===== config.mk =====
export PLATFORM = sky130hd
export DESIGN_NAME = input_conditioner
export DESIGN_NICKNAME = d
export VERILOG_FILES = /design/src/rtl/input_cond_pkg.sv /design/src/rtl/input_conditioner_debounce_channel.sv /design/src/rtl/input_conditioner.sv
export SDC_FILE = /design/constraint.sdc
export NUM_CORES = 1
export LEC_CHECK = 0
export CELL_PAD_IN_SITES_DETAIL_PLACEMENT = 1
export CELL_PAD_IN_SITES_GLOBAL_PLACEMENT = 1
export CORE_ASPECT_RATIO = 0.9
export CORE_UTILIZATION = 48
export CTS_CLUSTER_DIAMETER = 120
export DETAILED_ROUTE_END_ITERATION = 7
export PLACE_DENSITY_LB_ADDON = 0.1
export SYNTH_ARGS = -nofsm -noshare
export SYNTH_HDL_FRONTEND = slang
export SYNTH_SLANG_ARGS = --single-unit

===== constraint.sdc =====
create_clock -name clk -period 5.3 [get_ports clk]
set_clock_uncertainty 0.1 [all_clocks]
set_input_delay 0.795 -clock clk [delete_from_list [all_inputs] [get_ports clk]]
set_output_delay 0.795 -clock clk [all_outputs]
set_load 0.005 [all_outputs]

===== src/rtl/input_cond_pkg.sv =====
// input_cond_pkg: shared FSM state encoding and default timing constants for input_conditioner
package input_cond_pkg;
    typedef enum logic {RELEASED = 1'b0, PRESSED = 1'b1} state_t;
    localparam int DEF_SAMPLE_CNT_MAX = 62500;
    localparam int DEF_PULSE_CNT_MAX = 200;
endpackage


===== src/rtl/input_conditioner_debounce_channel.sv =====
// debounce_channel: per-channel saturating sample counter and press/release FSM (release pulse under INPUT_COND_RELEASE_PULSE_EN)
module debounce_channel
    import input_cond_pkg::*;
#(
    parameter int PULSE_CNT_MAX = DEF_PULSE_CNT_MAX
) (
    input  logic clk,
    input  logic rst,
    input  logic sync_lvl,
    input  logic sample_tick,
    output logic debounced,
    output logic press,
    output logic release_p
);
    localparam int CW = $clog2(PULSE_CNT_MAX + 1);
    localparam logic [CW-1:0] CNT_TOP = CW'(PULSE_CNT_MAX);
    logic [CW-1:0] cnt;
    state_t state;
    // count consecutive high samples, saturating; any low cycle clears
    always_ff @(posedge clk)
        cnt <= (rst || !sync_lvl) ? '0 : (sample_tick && cnt != CNT_TOP) ? cnt + CW'(1) : cnt;
    // press once the counter is full; release as soon as the synced level drops
    always_ff @(posedge clk) begin
        if (rst) begin
            state <= RELEASED;
            press <= 1'b0;
        end else begin
            press <= state == RELEASED && cnt == CNT_TOP;
            state <= (state == RELEASED && cnt == CNT_TOP) ? PRESSED :
                     (state == PRESSED && !sync_lvl) ? RELEASED : state;
        end
    end
    assign debounced = state == PRESSED;
`ifdef INPUT_COND_RELEASE_PULSE_EN
    // one-cycle pulse on the PRESSED -> RELEASED transition; reset never produces one
    always_ff @(posedge clk)
        release_p <= !rst && state == PRESSED && !sync_lvl;
`else
    assign release_p = 1'b0;
`endif
endmodule


===== src/rtl/input_conditioner.sv =====
// input_conditioner: synchronizes, debounces and edge-detects WIDTH raw inputs (release pulse under INPUT_COND_RELEASE_PULSE_EN)
module input_conditioner
    import input_cond_pkg::*;
#(
    parameter int WIDTH = 1,
    parameter int SAMPLE_CNT_MAX = DEF_SAMPLE_CNT_MAX,
    parameter int PULSE_CNT_MAX = DEF_PULSE_CNT_MAX
) (
    input  logic             clk,
    input  logic             rst,
    input  logic [WIDTH-1:0] async_in,
    output logic [WIDTH-1:0] debounced_out,
    output logic [WIDTH-1:0] press_pulse,
    output logic [WIDTH-1:0] release_pulse
);
    localparam int SW = $clog2(SAMPLE_CNT_MAX);
    logic [WIDTH-1:0] sync_meta, sync_lvl;
    logic [SW-1:0] sample_cnt;
    logic sample_tick;
    // two-flop synchronizer for every raw input bit
    always_ff @(posedge clk) begin
        sync_meta <= rst ? '0 : async_in;
        sync_lvl <= rst ? '0 : sync_meta;
    end
    // shared sample counter, wraps after the tick cycle
    always_ff @(posedge clk)
        sample_cnt <= (rst || sample_tick) ? '0 : sample_cnt + SW'(1);
    assign sample_tick = sample_cnt == SW'(SAMPLE_CNT_MAX - 1);
    for (genvar g = 0; g < WIDTH; g++) begin : g_ch
        debounce_channel #(.PULSE_CNT_MAX(PULSE_CNT_MAX)) u_ch (
            .clk(clk),
            .rst(rst),
            .sync_lvl(sync_lvl[g]),
            .sample_tick(sample_tick),
            .debounced(debounced_out[g]),
            .press(press_pulse[g]),
            .release_p(release_pulse[g])
        );
    end
endmodule


==> flow_summary.yaml <==
setup_path:
  timing_worst_setup_path_type: "flop to flop"
  worstSetupEndpointType: "flop"
  worst_path_largest_cell_delay_ns: 0.58
  crit_fanout: 16
  required_ns: 5.41
  start_kind: "flop"
  cp_slowest_cell: "nand2b_1"
  arrival_ns: 2.36
  reg2reg_depth: 5
  worstPathCellList: "ha_1, and4bb_2, nand4_2, nand2b_1, nor2_1"
clocking:
  cts-root-buf: "clkbuf_4"
  clk_pin_slew_ns: 0.14
  cts_tree: "built"
  cts_post_setup_buffers_inserted: 0
  cts_sinks: 28
  cts-buffers-inserted: 3
  cts_max_path_buffers: 2
  htreeDepth: 1
  clock_latency_ns: 0.33
  cts_hold_buf: 0
  cts_resized: 0
sta:
  fin_ws_ns: 3.05
  hold_viol: 0
  finalCriticalPeriod_ns: 2.25
  setup_viol: 0
  worstMarginPinSlew_ns: 0.601
  max_freq_ghz: 0.444
  period_share: 0.425
  tns_ns: 0
  maxSlewHeadroom: 0.600
  rsz0062_at_grt: "no"
  drv_slew: 0
hold_path:
  min_path_cells: 1
  hp-class: "flop to flop"
drt:
  vias_per_cell: 5.98
  finalWirelength_um: 2750
  first_iter_violations: 38
  first_pass_iters: 4
  route.detailed.drc: 0
  final_antenna_net_count: 0
  wl_per_cell_um: 15.6
  vias: 1053
grt:
  grt_first_pass_wirelength_um: 4800
  antenna_found_initial: 0
  overflow: 0
  grt_max_degree: 17
  grt_usage: 0.216
  first_global_vias: 1062
power:
  power_frac_seq: 0.596
  pwr-share-clk: 0.377
  irDropWorstVdd_mv: 0.210
  leakagePower_nw: 0.443
  p_sw_frac: 0.190
  comb_power_share: 0.026
  internal-power_mw: 0.294
  p_per_area_nw_per_um2: 260
  p_sw_mw: 0.0689
  finalPower_mw: 0.363
layout:
  final_net_count: 155
  syn_to_final_growth_pct: 7.95
  drive_gt1_frac: 0.0608
  final_common_cell: "dfxtp_1"
  antennaDiodeCount: 0
  fillerInstances: 323
  layout_common_cells: "dfxtp_1, nor2_1, nand3_1, a21oi_1, xnor2_1"
  fin_util: 0.555
  final_area_um2: 1390
placement:
  post_dp_cell_area_um2: 1340
  place.detailed.hpwl_um: 2040
  io_buffers: 4
  gp_congestion: 0.809
  place_ws_ns: 3.05
synthesis:
  yosys.area.top_type: "dfxtp_1"
  syn_inst: 145
  synth_top_area_frac: 0.434
  seq_area_frac_synth: 0.434
  synth_warnings: 0
  synthArstFlopShare: 0
  synth_edf_count: 0
  synth-main-ff-cell: "dfxtp_1"
  syn-cell-area_um2: 1290
  synthTopCellsByArea: "dfxtp_1, nand3_1, xnor2_1"
  ys_ff_latch: 28
  syn_avg_cell_area_um2: 8.91
  ys_types: 33
  synth_nets: 151
flow_run:
  max_cap_viol_count: 0
floorplanning:
  dieArea_um2: 2900
  die_h_um: 51.2
  core_um2: 2510
  die_w_um: 56.7
  start_util: 0.514
  rows: 17
  io-pin-count: 6
run_status:
  status: "finished, final reports clean"
stage by stage:
stage          hold slack, ns  std cells
6_report                0.368        176
5_1_grt                 0.380        176
4_1_cts                 0.371        176
3_5_place_dp            0.344        172
3_3_place_gp            0.324        172
2_1_floorplan           0.314        145
sequential cells by signal, summed over array words and instances (netlist names):
register and flops:
sync_meta 1, g_ch.u_ch.debounced 1, g_ch.u_ch.press 1, sync_lvl 1
sample_cnt 16, g_ch.u_ch.cnt 8
area by class of cell:
type / instances / area, um^2 / share of cell area
Clock inverter: 1 / 30.0 / 0.0215
Multi-Input combinational cell: 107 / 687 / 0.493
Sequential cell: 28 / 561 / 0.402
Inverter: 5 / 18.8 / 0.0135
Tap cell: 28 / 35.0 / 0.0251
Clock buffer: 3 / 22.5 / 0.0162
Timing Repair Buffer: 4 / 40.0 / 0.0287
synth_stat cells, types with 2 or more instances:
| cell | count |
|---|---|
| clkbuf_1 | 2 |
| o21ai_0 | 5 |
| or3_1 | 2 |
| ha_1 | 3 |
| buf_2 | 2 |
| nand4_1 | 4 |
| nor2_1 | 16 |
| nor4_1 | 3 |
| xnor2_1 | 8 |
| and4_1 | 2 |
| dfxtp_1 | 28 |
| nand2_1 | 6 |
| o31ai_1 | 4 |
| and3_1 | 3 |
| xor2_1 | 5 |
| nor2b_1 | 2 |
| inv_1 | 5 |
| nand2b_1 | 2 |
| nor3_1 | 3 |
| nand3_1 | 15 |
| or4_1 | 5 |
| a21oi_1 | 9 |
power by group through the flow:
stage / clock network, mW / logic [mW] / registers, mW
final: 0.137 / 0.00950 / 0.216
after global routing: 0.151 / 0.0109 / 0.217
after CTS: 0.143 / 0.00977 / 0.216
after detailed placement: 0 / 0.00979 / 0.221
after global placement: 0 / 0.00937 / 0.221
after floorplan: 0 / 0.00747 / 0.220
worst paths after layout:
kind,slack [ns],from,endpoint
max reg2reg,3.05,sample_cnt[0],sample_cnt[11]
min reg2reg,0.37,sync_meta,sync_lvl
min,0.37,sync_meta,sync_lvl
max,3.05,sample_cnt[0],sample_cnt[11]
cell families after synthesis:
kind of cell / synth area share
simple gates: 0.328
fa+ha+maj: 0.0291
buf+inv: 0.0339
compound gates: 0.0833
xor+xnor: 0.0882
flops: 0.434
other cells: 0.00290
routing by layer:
metal | global-route usage | share of wire | vias to the layer above
met3 | 0.0481 | 0.027 | 4
met4 | 0.0625 | 0.010 | 0
li1 | - | - | 525
met1 | 0.296 | 0.51 | 511
met5 | 0 | 0 | -
met2 | 0.341 | 0.45 | 13
critical path, delay by kind of cell (launching register included):
family / cells / cell delay [ns]
fa+ha+maj: 1 / 0.29
flops: 1 / 0.44
simple gates: 4 / 1.30
(Power assumes the default switching activity.)
